`config.mk`:
```
export PLATFORM = sky130hd
export DESIGN_NAME = traffic_lamp_driver
export DESIGN_NICKNAME = d
export VERILOG_FILES = /design/src/rtl/tl_pkg.sv /design/src/rtl/tl_seq_check.sv /design/src/rtl/traffic_lamp_driver.sv
export SDC_FILE = /design/constraint.sdc
export NUM_CORES = 1
export LEC_CHECK = 0
export ABC_AREA = 1
export CAP_MARGIN = 20
export CORE_UTILIZATION = 35
export DETAILED_ROUTE_END_ITERATION = 16
export SKIP_CTS_REPAIR_TIMING = 1
export SLEW_MARGIN = 0
export SYNTH_ARGS = -nofsm -noshare
export SYNTH_HDL_FRONTEND = slang
export SYNTH_SLANG_ARGS = --single-unit
```
`constraint.sdc`:
```
create_clock -name i_clk -period 1.1 [get_ports i_clk]
set_input_delay 0.11 -clock i_clk [delete_from_list [all_inputs] [get_ports i_clk]]
set_output_delay 0.11 -clock i_clk [all_outputs]
set_load 0.05 [all_outputs]
```
`src/rtl/tl_pkg.sv`:
```
// tl_pkg: colour, lamp, fault and state encodings shared by the traffic lamp driver.
package tl_pkg;
  typedef enum logic [1:0] {GREEN = 2'd0, YELLOW = 2'd1, RED = 2'd2, INVALID = 2'd3} colour_e;
  typedef enum logic [1:0] {FLT_NONE = 2'd0, FLT_CONFLICT = 2'd1, FLT_ILLEGAL = 2'd2, FLT_INVALID = 2'd3} fault_e;
  typedef enum logic [1:0] {UNPRIMED = 2'd0, NORMAL = 2'd1, FAULT = 2'd2} state_e;
  localparam logic [2:0] LAMP_RED    = 3'b100;
  localparam logic [2:0] LAMP_YELLOW = 3'b010;
  localparam logic [2:0] LAMP_GREEN  = 3'b001;
  localparam logic [2:0] LAMP_OFF    = 3'b000;
  function automatic logic [2:0] decode(input logic [1:0] c);
    return c == GREEN ? LAMP_GREEN : c == YELLOW ? LAMP_YELLOW : c == RED ? LAMP_RED : LAMP_OFF;
  endfunction
endpackage

```
`src/rtl/tl_seq_check.sv`:
```
// tl_seq_check: per-street previous colour and yellow-dwell tracking; flags illegal transitions.
module tl_seq_check
  import tl_pkg::*;
#(
  parameter int MIN_YELLOW = 1
) (
  input  logic       i_clk,
  input  logic       i_rst,
  input  logic       i_prime,
  input  logic       i_en,
  input  logic [1:0] i_colour,
  output logic       o_illegal
);
  localparam int CW = MIN_YELLOW > 1 ? $clog2(MIN_YELLOW + 1) : 1;
  localparam logic [CW-1:0] YMAX = CW'(MIN_YELLOW);
  logic [1:0] prev_q, prev_d;
  logic [CW-1:0] ycnt_q, ycnt_d;
  logic upd;
  assign upd = i_prime | i_en;
  always_comb begin
    o_illegal = (prev_q == GREEN && !(i_colour == GREEN || i_colour == YELLOW)) ||
                (prev_q == YELLOW && (i_colour == GREEN || (i_colour == RED && ycnt_q < YMAX))) ||
                (prev_q == RED && i_colour == YELLOW);
    prev_d = upd ? i_colour : prev_q;
    // counter restarts at 1 on any fresh yellow (including one captured while priming)
    ycnt_d = !upd ? ycnt_q :
             i_colour != YELLOW ? '0 :
             (i_prime || prev_q != YELLOW) ? CW'(1) :
             ycnt_q == YMAX ? ycnt_q : ycnt_q + 1'b1;
  end
  always_ff @(posedge i_clk) begin
    if (i_rst) begin
      prev_q <= RED;
      ycnt_q <= '0;
    end else begin
      prev_q <= prev_d;
      ycnt_q <= ycnt_d;
    end
  end
endmodule

```
`src/rtl/traffic_lamp_driver.sv`:
```
// traffic_lamp_driver: decodes street colour codes to lamps, latching safety faults to forced red.
// Define TLD_FAULT_FLASH_EN to flash the forced red with BLINK_HALF-cycle half periods.
module traffic_lamp_driver
  import tl_pkg::*;
#(
  parameter int MIN_YELLOW = 1,
  parameter int BLINK_HALF = 4
) (
  input  logic       i_clk,
  input  logic       i_rst,
  input  logic [1:0] i_LA,
  input  logic [1:0] i_LB,
  input  logic       i_clr,
  output logic [2:0] o_lamp_A,
  output logic [2:0] o_lamp_B,
  output logic       o_fault,
  output logic [1:0] o_fault_code
);
  if (BLINK_HALF < 1) begin : g_bad_blink
    $error("BLINK_HALF must be at least 1");
  end
  state_e state_q, state_d;
  fault_e code_q, code_d, code_now;
  logic [2:0] lamp_a_q, lamp_a_d, lamp_b_q, lamp_b_d, flt_lamp;
  logic fault_q, fault_d, ill_a, ill_b, invalid, conflict, illegal, red_on;
  tl_seq_check #(.MIN_YELLOW(MIN_YELLOW)) u_chk_a (
    .i_clk(i_clk), .i_rst(i_rst), .i_prime(state_q == UNPRIMED), .i_en(state_q == NORMAL),
    .i_colour(i_LA), .o_illegal(ill_a)
  );
  tl_seq_check #(.MIN_YELLOW(MIN_YELLOW)) u_chk_b (
    .i_clk(i_clk), .i_rst(i_rst), .i_prime(state_q == UNPRIMED), .i_en(state_q == NORMAL),
    .i_colour(i_LB), .o_illegal(ill_b)
  );
  assign invalid  = i_LA == INVALID || i_LB == INVALID;
  assign conflict = i_LA != RED && i_LB != RED;
  assign illegal  = state_q == NORMAL && (ill_a || ill_b);
  assign code_now = invalid ? FLT_INVALID : conflict ? FLT_CONFLICT : illegal ? FLT_ILLEGAL : FLT_NONE;
`ifdef TLD_FAULT_FLASH_EN
  localparam int BW = BLINK_HALF > 1 ? $clog2(2 * BLINK_HALF) : 1;
  logic [BW-1:0] blink_q, blink_d;
  always_comb begin
    blink_d = state_q != FAULT ? '0 : blink_q == BW'(2 * BLINK_HALF - 1) ? '0 : blink_q + 1'b1;
    red_on = blink_d < BW'(BLINK_HALF);
  end
  always_ff @(posedge i_clk) blink_q <= i_rst ? '0 : blink_d;
`else
  assign red_on = 1'b1;
`endif
  always_comb begin
    state_d = state_q == FAULT ? ((i_clr && !invalid && !conflict) ? UNPRIMED : FAULT) :
              code_now != FLT_NONE ? FAULT : NORMAL;
  end
  always_comb begin
    fault_d  = state_d == FAULT;
    code_d   = state_q != FAULT ? code_now : state_d == FAULT ? code_q : FLT_NONE;
    flt_lamp = red_on ? LAMP_RED : LAMP_OFF;
    // the clearing cycle stays red; decode resumes from the priming sample
    lamp_a_d = state_d == FAULT ? flt_lamp : state_q == FAULT ? LAMP_RED : decode(i_LA);
    lamp_b_d = state_d == FAULT ? flt_lamp : state_q == FAULT ? LAMP_RED : decode(i_LB);
  end
  always_ff @(posedge i_clk) begin
    if (i_rst) begin
      state_q  <= UNPRIMED;
      code_q   <= FLT_NONE;
      fault_q  <= 1'b0;
      lamp_a_q <= LAMP_RED;
      lamp_b_q <= LAMP_RED;
    end else begin
      state_q  <= state_d;
      code_q   <= code_d;
      fault_q  <= fault_d;
      lamp_a_q <= lamp_a_d;
      lamp_b_q <= lamp_b_d;
    end
  end
  assign o_lamp_A     = lamp_a_q;
  assign o_lamp_B     = lamp_b_q;
  assign o_fault      = fault_q;
  assign o_fault_code = code_q;
endmodule

```
==> results of run 1 <==
worst paths after layout:
check / start / endpoint / slack (ps)
setup / recovery: u_chk_a.prev_q[1] / o_fault / 0.2
hold / removal: i_LA[1] / u_chk_a.prev_q[1] / 160
setup reg to reg: u_chk_a.prev_q[1] / o_fault / 0.2
hold reg to reg: u_chk_a.prev_q[0] / u_chk_a.prev_q[0] / 470
synth_stat cells:
| master | n |
|---|---|
| a21oi_1 | 3 |
| and3_1 | 1 |
| dfxtp_1 | 16 |
| inv_1 | 8 |
| inv_2 | 5 |
| nand2_1 | 22 |
| nand2_2 | 5 |
| nand3_1 | 6 |
| nor2_1 | 13 |
| nor2_2 | 2 |
| nor3_2 | 1 |
| o21ai_0 | 4 |
| o221ai_1 | 1 |
| o22ai_1 | 1 |
power by group:
group | switching, mW | internal (mW) | leakage (nW) | total, mW
clock | 0.194 | 0.202 | 0.0210 | 0.396
combinational | 0.171 | 0.145 | 0.371 | 0.317
sequential | 0.0274 | 0.616 | 0.132 | 0.643
total | 0.393 | 0.963 | 0.524 | 1.36
through the flow:
| stage | total power, mW | hold slack (ps) | instance area, um2 | instances | setup TNS (ps) |
|---|---|---|---|---|---|
| 2_1_floorplan | 0.803 | 169 | 644 | 88 | 0 |
| 3_3_place_gp | 0.950 | 465 | 991 | 138 | -2930 |
| 3_5_place_dp | 0.955 | 465 | 991 | 138 | -3210 |
| 4_1_cts | 1.35 | 454 | 1030 | 142 | -323 |
| 5_1_grt | 1.42 | 188 | 1070 | 142 | -256 |
| 6_report | 1.36 | 156 | 1070 | 142 | 0 |
placed cells by master (no fill, tap or decap), drive strengths merged:
master         count
nor3               1
dfxtp             16
nand3              6
o21ai              4
inv               13
o221ai             1
buf               19
a21oi              3
clkbuf             4
and3               1
o22ai              1
nand2             27
nor2              15
dlymetal6s2s       4
clkdlybuf4s50      2
cells by family after synthesis:
group,count (synthesis),synth area share [%]
simple gates,50,34.6
buf+inv,13,7.62
flops,16,50.0
compound gates,9,7.81
sequential cells by signal, indices dropped and copies added (netlist names):
name / cells
o_lamp_A: 3
o_lamp_B: 3
o_fault_code: 2
u_chk_a.prev_q: 2
u_chk_b.prev_q: 2
o_fault: 1
state_q: 1
u_chk_a.ycnt_q: 1
u_chk_b.ycnt_q: 1
per-layer routing:
layer | share of wire [%] | track usage (%)
met5 | 0 | 0
met4 | 2.8 | 10.9
met3 | 3.7 | 4.80
met2 | 50 | 29.4
met1 | 43 | 18.3
final cells by class:
type                       count  area [um2]  share of cell area, %
multi-input combinational     59         297                   27.8
timing repair buffer          25         325                   30.5
clock buffer                   4        36.3                   3.40
sequential                    16         328                   30.8
tap                           25        31.3                   2.93
inverter                      13        48.8                   4.58
critical path, stage by stage (launching register included):
cell     delay [ps]
dfxtp_2         340
nor2_2           90
nand2_1          50
nand2_1          60
inv_2            40
nand2_2          60
nand2_2          50
nand2_2         100
nand2_2          60
nand2_2          90
a21oi_2          60
==> results.py, run 1 <==
metrics = {
    "timing": {
        "finalCritPeriodShare_pct": 100,
        "rsz0062_at_grt": "true",
        "slew_violations": 0,
        "setup_ws_ps": 0.192,
        "slew_headroom_pct": 84.4,
        "clock.fmax_ghz": 0.909,
        "tightest_slew_ps": 232,
        "final-setup-viol-count": 0,
        "hold_viol_final": 0,
        "period_needed_ps": 1100,
        "clock_skew_ps": 2.06,
    },
    "pwr": {
        "p_leak_nw": 0.524,
        "max-vdd-ir-drop_v": 0.000739,
        "powerDensity_nw_per_um2": 1270,
    },
    "global_route": {
        "grt_pass1_vias": 588,
        "grt_overflow_total": 0,
        "grt_pass1_wl_um": 2330,
        "antenna_found_initial": 0,
        "grt_max_degree": 10,
        "grtUsageTotal_pct": 17.1,
    },
    "worst_setup_path": {
        "worstPathArrival_ps": 1290,
        "cp_max_fo": 3,
        "r2r_cells": 10,
        "critical_path_class": "reg -> reg",
        "critPathCaptureType": "register",
        "crit_required_ps": 1290,
        "start_kind": "register",
    },
    "floorplanning": {
        "start_util_pct": 37.1,
        "die_height_um": 44.8,
        "io_pins": 16,
        "die_w_um": 44.8,
        "rows": 15,
        "die-area_um2": 2010,
        "core_um2": 1730,
    },
    "layout": {
        "n_antenna_cell": 0,
        "nets": 125,
        "fin_util_pct": 61.7,
        "drive_gt1_share_pct": 43.6,
        "syn2layout_area_growth_pct": 66.4,
        "fillers": 160,
    },
    "route": {
        "detail_route.wl_per_cell_um": 10.4,
        "drt_wl_total_um": 1480,
        "dr.pass1.iters": 4,
        "drc": 0,
        "avgViaCountPerCell": 4.50,
        "first_iter_violations": 8,
        "postRouteAntennaNets": 0,
        "num_vias": 639,
    },
    "synth": {
        "synth_largest_area_cell": "dfxtp_1",
        "synth-warning-count": 0,
        "synth.lib_cells_used.distinct": 14,
        "synthTopCellsByArea": "dfxtp_1 50%, nand2_1 13%, nor2_1 7.6%",
        "synth_top_area_share_pct": 50.0,
        "syn_inst": 88,
        "synth.avg_cell_area_um2": 7.28,
        "syn-cell-area_um2": 641,
        "synthesis.nets": 95,
        "yosysSeqAreaShare_pct": 50.0,
        "synth-seq-cells": 16,
    },
    "placement": {
        "place_ws_ps": -363,
        "dp_hpwl_um": 1150,
        "io_buffers": 15,
        "gp_congestion": 0.759,
    },
    "cts": {
        "cts_tree": "yes",
        "cts-root-buf": "clkbuf_4",
        "htreeDepth": 1,
        "clkLatencyLatePin_ps": 290,
        "cts_buffers": 3,
        "clock-sinks": 16,
        "cts.clk_slew.worst_paths_ps": 100,
        "clk_path_buf_depth": 2,
    },
    "run_status": {
        "status": "complete, no violations",
    },
    "hold_path": {
        "min_path_type": "in -> reg",
        "whs_path_depth": 3,
    },
    "job": {
        "max_cap_viol_count": 0,
    },
}
No activity file was read; power rests on OpenSTA's default activity.
==> inputs of run 2 (changes only) <==
--- a/config.mk
+++ b/config.mk
@@ -10,2 +10,3 @@
 export CORE_UTILIZATION = 35
+export CTS_CLUSTER_SIZE = 10
 export DETAILED_ROUTE_END_ITERATION = 16
==> constraint.sdc (replaced) <==
create_clock -name i_clk -period 1.1 [get_ports i_clk]
set_input_delay 0.22 -clock i_clk [delete_from_list [all_inputs] [get_ports i_clk]]
set_output_delay 0.22 -clock i_clk [all_outputs]
set_load 0.05 [all_outputs]
==> results.py, run 2 (synthesis gave the netlist of run 1 again) <==
metrics = {
    "job": {
        "max_cap_viol_count": 0,
    },
    "route": {
        "first_iter_violations": 8,
        "detail_route.wl_per_cell_um": 10.4,
        "drt_wl_total_um": 1490,
        "num_vias": 650,
        "postRouteAntennaNets": 0,
        "drc": 0,
        "avgViaCountPerCell": 4.55,
        "dr.pass1.iters": 4,
    },
    "floorplanning": {
        "die-area_um2": 2010,
        "io_pins": 16,
        "rows": 15,
        "die_w_um": 44.8,
        "core_um2": 1730,
        "die_height_um": 44.8,
        "start_util_pct": 37.1,
    },
    "run_status": {
        "violations": "setup timing",
        "status": "complete, but fails checks",
    },
    "timing": {
        "final-setup-viol-count": 1,
        "slew_violations": 0,
        "period_needed_ps": 1130,
        "clock.fmax_ghz": 0.886,
        "tightest_slew_ps": 231,
        "finalCritPeriodShare_pct": 103,
        "whs_ps": 267,
        "setup_ws_ps": -28.8,
        "slew_headroom_pct": 84.5,
        "rsz0062_at_grt": "true",
        "hold_viol_final": 0,
        "clock_skew_ps": 1.88,
    },
    "worst_setup_path": {
        "regToRegEndpoint": "o_fault",
        "critical_path_class": "reg -> out",
        "start_kind": "register",
        "worstPathArrival_ps": 910,
        "r2r_setup_slack_ps": 0,
        "r2r_start": "u_chk_a.prev_q[1]",
        "critPathCaptureType": "primary output",
        "cp_max_fo": 4,
        "r2r_cells": 10,
        "crit_required_ps": 880,
    },
    "hold_path": {
        "hp-start": "i_LA[1]",
        "whs_path_depth": 3,
        "min_path_type": "in -> reg",
        "min_to": "u_chk_a.prev_q[1]",
    },
    "global_route": {
        "grt_overflow_total": 0,
        "antenna_found_initial": 0,
        "grtUsageTotal_pct": 17.1,
        "grt_max_degree": 10,
        "grt_pass1_vias": 588,
        "grt_pass1_wl_um": 2330,
    },
    "cts": {
        "cts-root-buf": "clkbuf_4",
        "clkLatencyLatePin_ps": 290,
        "clock-sinks": 16,
        "htreeDepth": 1,
        "cts_tree": "yes",
        "clk_path_buf_depth": 2,
        "cts.clk_slew.worst_paths_ps": 100,
        "cts_buffers": 3,
    },
    "placement": {
        "dp_hpwl_um": 1150,
        "io_buffers": 15,
        "gp_congestion": 0.759,
        "place_ws_ps": -473,
    },
    "pwr": {
        "powerDensity_nw_per_um2": 1260,
        "p_leak_nw": 0.530,
        "max-vdd-ir-drop_v": 0.000740,
    },
    "layout": {
        "fillers": 156,
        "fin_util_pct": 62.5,
        "nets": 126,
        "final_cell_mix": "20 x nand2_1, 11 x dfxtp_1, 10 x nor2_1, 10 x buf_4",
        "drive_gt1_share_pct": 44.9,
        "n_antenna_cell": 0,
        "layout_commonest_cell": "nand2_1",
        "syn2layout_area_growth_pct": 68.4,
    },
}
-- run 2: how the worst max path moves through the flow --
stage,start,to,slack [ps],cells past startpoint
detailed placement,i_LA[0],o_lamp_A[2],-470,9
global placement,i_LA[0],o_lamp_B[2],-450,9
global route,u_chk_a.ycnt_q,o_fault,-80,9
CTS,i_LA[1],o_fault,-190,12
finish,o_fault,o_fault,-30,2
floorplan,o_fault,o_lamp_A[2],30,6
-- run 2: through the flow --
step	area, um2	power [mW]	instances	TNS, ps
after floorplan	644	0.803	88	0
after global placement	991	0.950	138	-4410
after detailed placement	991	0.955	138	-4720
after CTS	1030	1.35	142	-1430
after global routing	1080	1.43	143	-317
final	1080	1.36	143	-28.8
-- run 2: cell type report --
type / count / area [um2] / share of cell area, %
tap: 25 / 31.3 / 2.90
clock buffer: 4 / 36.3 / 3.36
sequential: 16 / 329 / 30.5
inverter: 13 / 48.8 / 4.52
timing repair buffer: 26 / 337 / 31.2
multi-input combinational: 59 / 297 / 27.5
-- run 2: worst max-delay path: stages (launching register included) --
cell     delay [ps]
dfxtp_4         360
buf_6           120
buf_12          140
-- run 2: metal layers --
metal  up-vias  part of all wire, %  wire length (um)  track usage [%]
met5         -                    0                 0                0
met4         0                  3.0                45             10.9
met3         7                  4.4                66             4.80
met2        22                   50               746             29.4
met1       288                   42               631             18.3
li1        333                    -                 -                -
-- run 2: report_power, final --
group | leakage [nW] | switching, mW | internal, mW | total, mW
clock | 0.0210 | 0.194 | 0.202 | 0.395
sequential | 0.133 | 0.0279 | 0.616 | 0.644
combinational | 0.377 | 0.172 | 0.151 | 0.324
==> inputs of run 3 (changes only) <==
Settings changed: CORE_UTILIZATION 35 to 45, CTS_BUF_LIST set to sky130_fd_sc_hd__clkbuf_8 sky130_fd_sc_hd__clkbuf_16, PLACE_DENSITY set to 0.74.
==> results.py, run 3 (synthesis gave the netlist of run 1 again) <==
metrics = {
    "run_status": {
        "status": "complete, no violations",
    },
    "timing": {
        "clock_skew_ps": 4.12,
        "period_needed_ps": 1090,
        "finalCritPeriodShare_pct": 99.3,
        "hold_viol_final": 0,
        "slew_headroom_pct": 82.6,
        "final-setup-viol-count": 0,
        "whs_ps": 288,
        "slew_violations": 0,
        "tightest_slew_ps": 258,
        "clock.fmax_ghz": 0.915,
        "setup_tns_ps": 0,
        "rsz0062_at_grt": "true",
    },
    "worst_setup_path": {
        "path_delay_family": "flip-flops",
        "crit_chain": "inv_2 > nor2_2 > inv_2 > nor2_2 > nor2_1 > a21oi_2",
        "crit_required_ps": 1270,
        "critPathCaptureType": "register",
        "slowest_stage": "dfxtp_4",
        "start_kind": "register",
        "slowest_delay_ps": 390,
        "cp_max_fo": 7,
        "critPathBufInv": 2,
        "worstPathArrival_ps": 1270,
        "critical_path_class": "reg -> reg",
    },
    "floorplanning": {
        "die_height_um": 39.7,
        "die_w_um": 39.7,
        "rows": 13,
        "start_util_pct": 48.6,
        "io_pins": 16,
        "core_um2": 1320,
        "die-area_um2": 1580,
    },
    "layout": {
        "nets": 123,
        "seq_area_um2": 327,
        "drive_gt1_share_pct": 35.7,
        "layout_commonest_cell": "nand2_1",
        "fillers": 88,
        "syn2layout_area_growth_pct": 61.1,
        "n_antenna_cell": 0,
        "multiInputGateArea_um2": 283,
        "fin_util_pct": 78.3,
        "final_cell_mix": "21 x nand2_1, 13 x nor2_1, 13 x dfxtp_1",
    },
    "cts": {
        "cts_tree": "yes",
        "cts_buffers": 3,
        "clock-sinks": 16,
        "cts.clk_slew.worst_paths_ps": 60,
        "clk_path_buf_depth": 2,
        "htreeDepth": 1,
        "cts-root-buf": "clkbuf_8",
        "clkLatencyLatePin_ps": 240,
    },
    "route": {
        "detail_route.wl_per_cell_um": 10.8,
        "first_iter_violations": 4,
        "num_vias": 636,
        "dr.pass1.iters": 4,
        "drc": 0,
        "postRouteAntennaNets": 0,
        "drt_wl_total_um": 1400,
        "avgViaCountPerCell": 4.89,
    },
    "pwr": {
        "p_leak_nw": 0.520,
        "total_power_mw": 1.37,
        "powerDensity_nw_per_um2": 1330,
        "max-vdd-ir-drop_v": 0.00104,
    },
    "global_route": {
        "grt_pass1_vias": 584,
        "antenna_found_initial": 0,
        "grtUsageTotal_pct": 22.0,
        "grt_max_degree": 10,
        "grt_overflow_total": 0,
        "grt_pass1_wl_um": 2290,
    },
    "placement": {
        "io_buffers": 15,
        "gp_congestion": 0.835,
        "dp_hpwl_um": 1030,
    },
    "hold_path": {
        "min_path_type": "in -> reg",
    },
    "job": {
        "max_cap_viol_count": 0,
    },
}
[run 3: changes by cell type in the layout (fill, tap and decap cells not counted)]
cell / delta
a21oi_1: +1
a21oi_2: -1
buf_4: -2
buf_6: -1
clkbuf_4: -3
clkbuf_8: +2
dfxtp_1: +2
dfxtp_2: -2
inv_1: +2
inv_2: -1
nand2_1: +1
nand2_2: -1
nor2_1: +3
nor2_2: -3
[run 3: final cells by class]
cell class                 count  area share, %
tap                           15           1.82
clock buffer                   3           4.00
timing repair buffer          23           30.1
inverter                      13           4.73
sequential                    16           31.6
clock inverter                 1          0.364
multi-input combinational     59           27.4
[run 3: report_power, final]
group | internal, mW | switching [mW] | leakage, nW
Sequential | 0.616 | 0.0317 | 0.132
Clock | 0.247 | 0.180 | 0.0269
Combinational | 0.137 | 0.162 | 0.361
Total | 1.00 | 0.373 | 0.520
[run 3: worst register-to-register path: stages (launching register included)]
cell     delay (ps)
dfxtp_4         390
inv_2            50
nor2_2          140
inv_2            70
nor2_2          130
nor2_1           90
a21oi_2         140
[run 3: routing by layer]
metal | vias to the layer above | part of all wire [%] | global-route usage, % | wire (um)
li1 | 331 | - | - | -
met1 | 280 | 43 | 25.5 | 610
met2 | 23 | 51 | 37.7 | 713
met3 | 2 | 3.9 | 6.82 | 55
met4 | 0 | 1.7 | 6.90 | 24
met5 | - | 0 | 0 | 0
[run 3: final timing paths]
kind	from	end	slack [ps]	depth (start not counted)
setup / recovery	o_fault	o_fault	7	6
hold / removal	i_LB[1]	u_chk_b.prev_q[1]	290	3
setup reg to reg	o_fault	o_fault	7	6
hold reg to reg	u_chk_a.prev_q[0]	u_chk_a.prev_q[0]	480	2
[run 3: metrics by stage]
stage,instance area (um2),cells,setup slack (ps)
floorplan,644,88,25.6
finish,1030,130,7.49
global route,1030,130,-43.8
detailed placement,971,127,-447
global placement,971,127,-436
CTS,1020,131,-192
